--- src/rtl/trap_sequencer.sv ---
// trap_sequencer: machine-mode trap / mret sequencer between commit and the CSR file.
// Latency: event accepted at T -> flush T+1 -> CSR strobe one cycle after flush_ack -> redirect next cycle.
// Backpressure: commit_ready drops whenever an event is taken or the FSM is busy; flush_ack gates the CSR update.
//
// Ports:
//   CLK, RST                 clock / asynchronous active-high reset
//   commit_*                 oldest instruction offered by commit (valid, pc, exception, cause, tval, mret)
//   commit_ready             instruction retires normally this cycle (combinational)
//   flush / flush_ack        pipeline kill pulse and drained acknowledge
//   redirect_valid/_pc       front-end redirect
//   isTrap / isXRet          CSR update strobes, *_except_in carry the new CSR values
//   *_csr_out                current CSR contents
// Optional feature: define TRAP_VECTORED_INT_EN for vectored interrupt targets (mtvec[1:0]==2'b01).

module trap_sequencer (
  input  logic        CLK,
  input  logic        RST,
  input  logic        commit_valid,
  input  logic [63:0] commit_pc,
  input  logic        commit_is_except,
  input  logic [3:0]  commit_cause,
  input  logic [63:0] commit_tval,
  input  logic        commit_is_mret,
  output logic        commit_ready,
  output logic        flush,
  input  logic        flush_ack,
  output logic        redirect_valid,
  output logic [63:0] redirect_pc,
  output logic        isTrap,
  output logic        isXRet,
  output logic [63:0] mstatus_except_in,
  output logic [63:0] mepc_except_in,
  output logic [63:0] mcause_except_in,
  output logic [63:0] mtval_except_in,
  input  logic [63:0] mstatus_csr_out,
  input  logic [63:0] mie_csr_out,
  input  logic [63:0] mip_csr_out,
  input  logic [63:0] mepc_csr_out,
  input  logic [63:0] mtvec_csr_out
);

  typedef enum logic [2:0] {
    ST_IDLE,
    ST_FLUSH,
    ST_WAIT_ACK,
    ST_UPDATE,
    ST_REDIRECT
  } state_t;

  state_t      r_state;
  logic        r_is_int;
  logic        r_is_mret;
  logic [63:0] r_epc;
  logic [3:0]  r_cause;
  logic [63:0] r_tval;
  logic        r_flush;
  logic        r_trap;
  logic        r_xret;
  logic        r_redir;

  logic [63:0] w_int_bits;
  logic        w_int_pend;
  logic [3:0]  w_int_code;
  logic        w_take;
  logic [63:0] w_base;
  logic [63:0] w_trap_target;

  // Only MEI/MTI/MSI are considered; MEI > MSI > MTI.
  assign w_int_bits = mip_csr_out & mie_csr_out & 64'h888;
  assign w_int_pend = mstatus_csr_out[3] & (|w_int_bits);
  assign w_int_code = w_int_bits[11] ? 4'd11 : (w_int_bits[3] ? 4'd3 : 4'd7);
  assign w_take     = commit_valid & (w_int_pend | commit_is_except | commit_is_mret);

  assign commit_ready = (r_state == ST_IDLE) & commit_valid & ~w_take;

  assign w_base = {mtvec_csr_out[63:2], 2'b00};
`ifdef TRAP_VECTORED_INT_EN
  assign w_trap_target = (r_is_int && (mtvec_csr_out[1:0] == 2'b01))
                         ? (w_base + {58'd0, r_cause, 2'b00}) : w_base;
`else
  // Mode bits have no effect without vectoring.
  logic w_unused_mtvec_mode;
  assign w_unused_mtvec_mode = ^mtvec_csr_out[1:0];
  assign w_trap_target = w_base;
`endif

  always_ff @(posedge CLK or posedge RST) begin
    if (RST) begin
      r_state   <= ST_IDLE;
      r_is_int  <= 1'b0;
      r_is_mret <= 1'b0;
      r_epc     <= 64'd0;
      r_cause   <= 4'd0;
      r_tval    <= 64'd0;
      r_flush   <= 1'b0;
      r_trap    <= 1'b0;
      r_xret    <= 1'b0;
      r_redir   <= 1'b0;
    end else begin
      r_flush <= 1'b0;
      r_trap  <= 1'b0;
      r_xret  <= 1'b0;
      r_redir <= 1'b0;
      case (r_state)
        ST_IDLE: begin
          if (w_take) begin
            // Interrupt wins over exception wins over mret; a faulting
            // instruction hit by an interrupt re-raises after the handler.
            r_state   <= ST_FLUSH;
            r_flush   <= 1'b1;
            r_is_int  <= w_int_pend;
            r_is_mret <= ~w_int_pend & ~commit_is_except;
            r_epc     <= commit_pc;
            r_cause   <= w_int_pend ? w_int_code : (commit_is_except ? commit_cause : 4'd0);
            r_tval    <= (~w_int_pend & commit_is_except) ? commit_tval : 64'd0;
          end
        end
        ST_FLUSH, ST_WAIT_ACK: begin
          if (flush_ack) begin
            r_state <= ST_UPDATE;
            r_trap  <= ~r_is_mret;
            r_xret  <= r_is_mret;
          end else begin
            r_state <= ST_WAIT_ACK;
          end
        end
        ST_UPDATE: begin
          r_state <= ST_REDIRECT;
          r_redir <= 1'b1;
        end
        ST_REDIRECT: begin
          r_state   <= ST_IDLE;
          r_is_int  <= 1'b0;
          r_is_mret <= 1'b0;
          r_epc     <= 64'd0;
          r_cause   <= 4'd0;
          r_tval    <= 64'd0;
        end
        default: r_state <= ST_IDLE;
      endcase
    end
  end

  assign flush          = r_flush;
  assign isTrap         = r_trap;
  assign isXRet         = r_xret;
  assign redirect_valid = r_redir;

  // CSR values use the CSR inputs as seen during UPDATE; zero elsewhere.
  always_comb begin
    mstatus_except_in = 64'd0;
    mepc_except_in    = 64'd0;
    mcause_except_in  = 64'd0;
    mtval_except_in   = 64'd0;
    if (r_trap) begin
      mstatus_except_in        = mstatus_csr_out;
      mstatus_except_in[7]     = mstatus_csr_out[3];
      mstatus_except_in[3]     = 1'b0;
      mstatus_except_in[12:11] = 2'b11;
      mepc_except_in           = {r_epc[63:1], 1'b0};
      mcause_except_in         = {r_is_int, 59'd0, r_cause};
      mtval_except_in          = r_tval;
    end else if (r_xret) begin
      mstatus_except_in        = mstatus_csr_out;
      mstatus_except_in[3]     = mstatus_csr_out[7];
      mstatus_except_in[7]     = 1'b1;
      mstatus_except_in[12:11] = 2'b11;
    end
  end

  always_comb begin
    redirect_pc = 64'd0;
    if (r_redir) begin
      redirect_pc = r_is_mret ? mepc_csr_out : w_trap_target;
    end
  end

endmodule
--- config.mk ---
export PLATFORM = sky130hd
export DESIGN_NAME = trap_sequencer
export DESIGN_NICKNAME = d
export VERILOG_FILES = /design/src/rtl/trap_sequencer.sv
export SDC_FILE = /design/constraint.sdc
export NUM_CORES = 1
export LEC_CHECK = 0
export BUFFER_PORTS_ARGS = -buffer_cell sky130_fd_sc_hd__buf_4
export CAP_MARGIN = 20
export CELL_PAD_IN_SITES_DETAIL_PLACEMENT = 1
export CELL_PAD_IN_SITES_GLOBAL_PLACEMENT = 2
export CORE_AREA = 4 4 301 303
export DETAILED_ROUTE_END_ITERATION = 12
export DIE_AREA = 0 0 305 307
export GPL_TIMING_DRIVEN = 1
export PLACE_DENSITY_LB_ADDON = 0.1
export REMOVE_ABC_BUFFERS = 1
export SLEW_MARGIN = 15
export SYNTH_ARGS = -nofsm -noshare
export SYNTH_HDL_FRONTEND = slang
export SYNTH_SLANG_ARGS = --single-unit
--- constraint.sdc ---
create_clock -name CLK -period 4.7 [get_ports CLK]
set_input_delay 0.235 -clock CLK [delete_from_list [all_inputs] [get_ports CLK]]
set_output_delay 0.235 -clock CLK [all_outputs]
set_load 0.01 [all_outputs]
==> results of run 1 <==
-- per-stage QoR --
| step | setup slack (ns) | area, um2 | util [%] | power [mW] | cells |
|---|---|---|---|---|---|
| finish | 1.758 | 15610 | 17.75 | 7.115 | 2745 |
| CTS | 1.538 | 15610 | 17.74 | 7.373 | 2743 |
| global route | 1.463 | 15610 | 17.75 | 7.692 | 2744 |
| detailed placement | 1.801 | 13640 | 15.50 | 5.545 | 2581 |
| floorplan | 0.7098 | 7601 | - | 3.603 | 812 |
| global placement | 1.803 | 13640 | 15.50 | 5.531 | 2581 |
-- timing repair --
item | CTS | global route
hold buffers | 130 | 0
hold endpoints to repair | 199 | 0
setup buffers | 0 | 0
-- sequential cells by signal (all words and copies together), names as in the netlist --
signal	cells
flush	1
r_is_mret	1
isXRet	1
isTrap	1
r_state	3
r_epc	63
redirect_valid	1
r_cause	4
r_tval	64
r_is_int	1
-- cells in the final DEF, fill, tap and decap left out, types with 3 or more instances in the layout --
cell type                       netlist  final
sky130_fd_sc_hd__mux2i_1             62     62
sky130_fd_sc_hd__dlygate4sd3_1        0    130
sky130_fd_sc_hd__and2_1             132    132
sky130_fd_sc_hd__o21ai_0             65     65
sky130_fd_sc_hd__and3b_1              3      3
sky130_fd_sc_hd__bufinv_16            0      6
sky130_fd_sc_hd__inv_6                0      3
sky130_fd_sc_hd__a22o_1              66     66
sky130_fd_sc_hd__clkbuf_16            0     17
sky130_fd_sc_hd__nor2b_1            122    122
sky130_fd_sc_hd__o2bb2ai_1            3      3
sky130_fd_sc_hd__conb_1               1     60
sky130_fd_sc_hd__nand2_1            131    130
sky130_fd_sc_hd__nor2_1               4      3
sky130_fd_sc_hd__buf_4               63    603
sky130_fd_sc_hd__dfrtp_1            140    137
sky130_fd_sc_hd__and3_1               3      3
-- layout make-up --
class	count	area (um2)
clock inverters	14	240.2
multi-input cells	668	4099
inverters	4	22.52
flip-flops and latches	140	3512
clock buffers	18	429.2
fillers	10350	72350
well taps	1165	1458
diodes	2	5.005
repair buffers	734	5848
-- critical path, stage by stage, from the launching register on --
cell and delay (ns):
sky130_fd_sc_hd__dfrtp_4 0.70, sky130_fd_sc_hd__nor2_4 0.80, sky130_fd_sc_hd__buf_4 0.42, sky130_fd_sc_hd__nor2b_1 0.10, sky130_fd_sc_hd__buf_4 0.16
-- worst min-delay path by stage --
stage	startpoint	to	slack, ns
2_1_floorplan	commit_is_except	r_is_mret	0.33
3_3_place_gp	commit_pc[14]	r_epc[14]	0.44
3_5_place_dp	commit_pc[14]	r_epc[14]	0.45
4_1_cts	commit_cause[1]	r_cause[1]	0.006
5_1_grt	commit_cause[1]	r_cause[1]	0.05
6_report	commit_cause[1]	r_cause[1]	0.06
-- power by group through the flow --
stage                     sequential, mW  clock (mW)  combinational, mW
after floorplan                     2.04           0               1.57
after global placement              2.13           0               3.40
after detailed placement            2.14           0               3.40
after CTS                           2.13        1.74               3.50
after global routing                2.20        1.77               3.72
final                               2.11        1.64               3.37
-- per-layer routing --
| layer | track usage [%] | up-vias | share of wire, % |
|---|---|---|---|
| met1 | 13.45 | 4278 | 42 |
| met3 | 3.822 | 37 | 6.7 |
| li1 | - | 4145 | - |
| met5 | 0 | - | 0.076 |
| met2 | 18.86 | 261 | 50 |
| met4 | 2.574 | 6 | 1.2 |
-- logic make-up (layout without fill, tap and decap cells) --
logic type / after synthesis / count (layout) / synth area share, %
buf+inv: 136 / 770 / 10.11
compound gates: 142 / 142 / 12.23
flops: 140 / 140 / 42.76
other cells: 1 / 62 / 0.04577
xor+xnor: 1 / 1 / 0.1069
mux: 63 / 63 / 7.712
simple gates: 402 / 402 / 27.03
==> impl_summary.md, run 1 <==
Status
The flow ran to the end, and the final reports show no timing, DRC or antenna violations.

STA
The worst path uses 62.61% of the clock period. Counting I/O delays and the setup requirement, the final critical path takes 2.943 ns. The worst-case clock skew is 0.009552 ns.

Setup violations remaining at the end of the flow were counted as 0. Static timing analysis puts the maximum clock frequency at 0.3398 GHz. At the pin with the least slew margin, the transition time is 0.9731 ns. The worst slack on hold paths is 0.06309 ns. Measured against its own limit, the worst slew margin works out to 35.13%. Setup repair after global routing left no endpoint under its margin. The total negative slack for setup checks is 0 ns. The count of final max-slew check failures was 0. The number of endpoints with negative hold slack in the final report was 0.

Worst setup path
The start point of the critical path is isTrap. The critical path launch point type is a flop. The number of cell instances on the worst register-to-register path is 5. Of all nets on the critical path, the largest fanout is 49. For the worst setup path, the data required time is 4.47 ns. The sort of element at the end of the critical path is a primary output. The data arrival at the endpoint of the critical path is 2.71 ns. The worst register-to-register path begins at r_state[2]. In this run the critical register-to-register path is captured at r_epc[22]. The end point of the critical path is mstatus_except_in[56]. The start-to-end type of the worst setup path is flop to primary output.

The worst setup slack for register-to-register paths is 1.93 ns.

Floorplanning
The die covers 0.09364 mm2. The number of standard-cell rows in the floorplan is 109. The vertical die dimension is 307 um. The core region is 0.08797 mm2.

The die width is 305 um. The initial utilization of the core area, before any placement, comes to 9.314%. Pin placement for this block handled 783 I/O pins.

Placement
Detailed placement finished with a half-perimeter wire length of 41690 um. Buffers placed on the I/O ports in this run total 595. Routability-driven placement finished with a final weighted congestion of 0.8048.

Logic synthesis
By count the netlist is led by sky130_fd_sc_hd__dfrtp_1 (140), sky130_fd_sc_hd__and2_1 (132), sky130_fd_sc_hd__nand2_1 (131). The area of the mapped netlist is 0.008193 mm2. The mean instance size in the synthesized netlist is 9.257 um2.

The largest total area in the synthesized netlist belongs to sky130_fd_sc_hd__dfrtp_1. Counting distinct cell types in the post-synthesis netlist gives 35. sky130_fd_sc_hd__dfrtp_1 is the most common cell in the netlist. Counting flops with an async set or reset pin after synthesis yields a share of 100.0%. Yosys printed 0 warnings. Summed over its instances, the top area cell type makes up 42.76% of the synthesized netlist area. Of the synthesized area, sequential elements account for 42.76%. Among all flip-flop cells after synthesis, the most frequent one is sky130_fd_sc_hd__dfrtp_1. The synthesized design contains 140 register bits. Ranked by total cell area, the synthesized netlist is headed by sky130_fd_sc_hd__dfrtp_1 (43%), sky130_fd_sc_hd__and2_1 (10%), sky130_fd_sc_hd__nor2b_1 (9.3%), sky130_fd_sc_hd__mux2i_1 (7.6%), sky130_fd_sc_hd__a22o_1 (7.1%). Yosys mapped a number of flops with a built-in enable equal to 0. The cell count after synthesis came out at 885.

Power
Per report_power, the clock group accounts for 23.1% of the total. For this design the ratio of total power to cell area is 455.7 mW/mm2. Combinational logic is responsible for 47.3% of the overall power. The internal power summed over all cells is 4.256 mW. In this run the power spent charging and discharging nets is 2.859 mW. Net switching is 40.18% of the power. The fraction of power consumed by sequential logic is 29.6%. The worst vdd rail ir drop is 0.2840 mV. The leakage power summed over all cells is 7.489 nW.

Clock network
In this run the number of H-tree levels came out at 4. The quantity of gates resized following cts is 0. The tree built by TritonCTS fans out to 140 sinks. The clock-pin slew on the worst setup and hold paths is 0.07 ns. Clock latency on the worst-skew pair, taken at its later pin, is 0.48 ns. The tree is rooted in a sky130_fd_sc_hd__clkbuf_16. The number of buffers added by the clock tree synthesis step is 17.

The maximum number of buffers from clock root to sink is 2. TritonCTS built the clock tree.

Route
The detail route stage leaves a number of antenna-violating nets equal to 0. For this block, the routed nets add up to 54020 um of wire. The total number of vias is 8727. The first detailed-routing pass ran for 4 iterations.

The number of vias per cell after detailed routing is 3.179. Dividing the detail-routed wire length by the instance count gives 19.68 um. The first routing iteration left 295 violations. After detailed routing, the number of remaining DRC violations is 0.

GRT
The global-route wire length before repair is 74480 um. The number of antenna violations at the first check in global routing was 6. The number of global-route vias before repair came to 9550. For this run, the total global-route usage over all layers was measured as 11.07%. Entering global routing, the biggest net connects 89 pins. For this run the aggregate overflow at the end of global routing stands at 0.

Layout
The growth of design area from synthesis to finish is 90.58%. The final net count is 2023. The share of post-route cells with drive strength above 1 is 41.25%.

Run
The tool flagged a number of max-cap violations equal to 0.

Min path
The worst min-delay path category is input pin to flop. The number of cells traversed by the worst hold path is 3.
No activity file was read; power rests on OpenSTA's default activity.
==> inputs of run 2 (changes only) <==
clock period = 3 ns   (was 4.7 ns; I/O delays follow)
==> run 2 against run 1 <==
Compared with the run above: via count is 0.21% higher; clock power is 49% higher; critical path depth stayed put; highest routed layer unchanged; first-iteration DRC count is 4.4% higher; flip-flop and latch count stayed put; critical path type unchanged; count of clock-buffer cells in the layout is 1 higher; largest power group unchanged; cell area is 1.4% higher.
==> impl_summary.md, run 2 (synthesis results as in run 1) <==
Layout
Commonest cells after routing, fill and taps aside: sky130_fd_sc_hd__buf_4 (604), sky130_fd_sc_hd__dfrtp_1 (137), sky130_fd_sc_hd__dlygate4sd3_1 (136) (was sky130_fd_sc_hd__buf_4 (603), sky130_fd_sc_hd__dfrtp_1 (137), sky130_fd_sc_hd__and2_1 (132)). The final instance area is 0.01583 mm2 (was 0.01561 mm2). The core utilization of the finished layout is 17.99% (was 17.75%). The number of flip-flops under the largest register name came to 64 (unchanged). The growth of design area from synthesis to finish came to 93.17% (was 90.58%). The register ranked first by flip-flop count is r_tval (unchanged). The most frequent standard cell in the layout excluding fill and tap cells is sky130_fd_sc_hd__buf_4 (unchanged). The number of standard cells in the final layout excluding fillers came to 2765 (was 2745). Biggest registers after layout: r_tval x64, r_epc x63, r_cause x4 (unchanged). The final net count was 2038 (was 2023).

The count of filler cells inserted in the layout is 10390 (was 10350). The share of post-route cells with drive strength above 1 came to 41.49% (was 41.25%).

Worst setup path
The peak per-stage delay on the critical path is 0.68 ns (was 0.80 ns). The cell class contributing the biggest share of worst-path delay is simple AND/OR/NAND/NOR gates (unchanged). The sort of element at the end of the critical path is a primary output (unchanged). The required time reported for the critical path endpoint is 2.85 ns (was 4.47 ns). The critical path launch point type was a flop (unchanged). The maximum fanout encountered on the critical timing path is 34 (was 49). The number of buffers and inverters on the critical path is 2 (unchanged).

The start-to-end type of the worst setup path is flop to primary output (unchanged). The start point of the critical path is isTrap (unchanged). The data arrival at the endpoint of the critical path came to 2.19 ns (was 2.71 ns). Cell-by-cell trace of the critical path: nor2_4, buf_12, nor2b_1, buf_4 (was nor2_4, buf_4, nor2b_1, buf_4). The cell with the biggest individual delay on the critical path is sky130_fd_sc_hd__nor2_4 (unchanged). The launch point of the worst reg-to-reg path is r_state[2] (unchanged).

Floorplanning
The die width is 305 um (unchanged). The total die area was 0.09364 mm2 (unchanged). The area of the core is 0.08797 mm2 (unchanged). The initial cell density of the core is 9.314% (unchanged). The top-level I/O count came to 783 (unchanged). The number of standard-cell rows in the floorplan is 109 (unchanged). The vertical die dimension came to 307 um (unchanged).

Power
The ratio of total power to cell area is 706.4 mW/mm2 (was 455.7 mW/mm2). The leakage power summed over all cells came to 7.578 nW (was 7.489 nW). The total chip power is 11.18 mW (was 7.115 mW).

The worst vdd rail ir drop came to 0.4426 mV (was 0.2840 mV).

Clock network
The clock sink count is 140 (unchanged). The buffers inserted during post-CTS setup optimization was 0 (unchanged). The quantity of gates resized following cts was 0 (unchanged). The cell chosen for the clock root is sky130_fd_sc_hd__clkbuf_16 (unchanged). The number of buffers added by the clock tree synthesis step is 17 (unchanged). The maximum number of buffers from clock root to sink is 2 (unchanged). The clock insertion delay at the later pin of the skew report came to 0.48 ns (about the same). The CTS tree was done (unchanged).

The number of levels the H-tree was split into came to 4 (unchanged). The clock-pin slew on the worst setup and hold paths came to 0.07 ns (about the same).

STA
The slack of the critical path is 0.6573 ns (was 1.758 ns). The pin slew with the least headroom to its limit is 0.9318 ns (was 0.9731 ns). The total negative slack for setup checks is 0 ns (unchanged). The number of endpoints with negative hold slack in the final report was 0 (unchanged).

The share of the clock period used by the worst path after layout is 78.09%. The post-route minimum period is 2.343 ns. Static timing analysis puts the maximum clock frequency at 0.4269 GHz. Unrepaired setup endpoints after global routing: no (unchanged). The final count of negative-setup-slack endpoints is 0 (unchanged).

The worst slack on hold paths is 0.07520 ns (was 0.06309 ns). The worst max-slew margin expressed relative to the limit is 37.88% (was 35.13%). The count of final max-slew check failures is 0 (unchanged). The worst-case clock skew came to 0.008350 ns (was 0.009552 ns).

Placement
The placed standard-cell area is 0.01381 mm2 (was 0.01364 mm2). The HPWL after detailed placement came to 41440 um (was 41690 um). The number of placed cells counting well taps was 2590 (was 2581).

The post-place setup slack came to 0.8446 ns (was 1.801 ns). The routability congestion estimate is 0.8195 (was 0.8048). The total of buffers placed on input and output ports was 595 (unchanged).

GRT
The number of antenna violations at the first check in global routing is 6 (unchanged). The overall track demand over capacity in global routing is 11.01% (was 11.07%). The pin count of the biggest net entering global routing came to 136 (was 89). The number of global-route vias before repair is 9518 (was 9550).

The global-route wire length before repair is 74170 um (was 74480 um). The total congestion overflow came to 0 (unchanged).

Min path
The worst min-delay path category is input pin to flop (unchanged). The critical hold path startpoint is mip_csr_out[11] (was commit_cause[1]).

Route
The initial DRC count is 308 (was 295). The average wire per standard cell was 19.39 um (was 19.68 um). The post-detailed-routing wire length is 53620 um (was 54020 um). The first-pass iteration count of the detailed router is 4 (unchanged).

The total number of vias is 8745 (was 8727). The detailed-route DRC error count is 0 (unchanged). The remaining antenna violation count is 0 (unchanged). The number of vias per cell after detailed routing is 3.163 (was 3.179).

Status
Run status: finished clean (unchanged).

Run
The total of max-cap violations came to 0 (unchanged).
-- run 2: changes by cell type in the layout (fill, tap and decap cells not counted), sizes merged --
cell         before  now
buf             604  613
bufinv            6    4
clkbuf           18   19
clkinv            4    6
diode             2    7
dlygate4sd3     130  136
inv               6    5
-- run 2: worst register-to-register path, cell delays in order, from the launching register on --
cell and delay (ns):
sky130_fd_sc_hd__dfrtp_1 0.50, sky130_fd_sc_hd__nor4b_4 0.45, sky130_fd_sc_hd__o21ai_2 0.18, sky130_fd_sc_hd__inv_4 0.15, sky130_fd_sc_hd__buf_12 0.31, sky130_fd_sc_hd__o21ai_0 0.42
-- run 2: final timing paths --
| kind | endpoint | slack, ns | cells after the start |
|---|---|---|---|
| max | mstatus_except_in[56] | 0.66 | 4 |
| min | r_cause[3] | 0.08 | 4 |
| max reg2reg | r_epc[1] | 0.83 | 5 |
| min reg2reg | r_cause[0] | 0.49 | 1 |
| max in group asynchronous | r_tval[31] | 1.93 | 4 |
| min in group asynchronous | r_epc[12] | 0.26 | 3 |
-- run 2: final cells by class --
| class | instances | area, um2 | share of cell area [%] |
|---|---|---|---|
| diodes | 7 | 17.52 | 0.1107 |
| clock buffers | 19 | 452.9 | 2.862 |
| clock inverters | 13 | 188.9 | 1.194 |
| inverters | 4 | 22.52 | 0.1423 |
| multi-input cells | 668 | 4099 | 25.90 |
| flip-flops and latches | 140 | 3512 | 22.19 |
| well taps | 1165 | 1458 | 9.210 |
| repair buffers | 749 | 6076 | 38.39 |
-- run 2: routing by layer --
metal | vias to the layer above | GRT usage, % | part of all wire [%]
li1 | 4197 | - | -
met2 | 264 | 19.04 | 51
met4 | 2 | 2.410 | 1.1
met3 | 29 | 3.898 | 6.7
met1 | 4253 | 13.14 | 41
met5 | - | 0 | 0.024
-- run 2: timing repair --
item                                   in CTS  in global routing
setup endpoints to repair                   0                  0
hold buffers                              136                  0
endpoints found under the hold margin     171                  0
-- run 2: where the power goes --
part | total, mW | switching, mW | internal (mW) | leakage (nW)
logic | 5.62 | 3.01 | 2.61 | 5.46
registers | 3.12 | 0.471 | 2.64 | 1.81
clock network | 2.44 | 1.00 | 1.44 | 0.310
total | 11.2 | 4.48 | 6.70 | 7.58
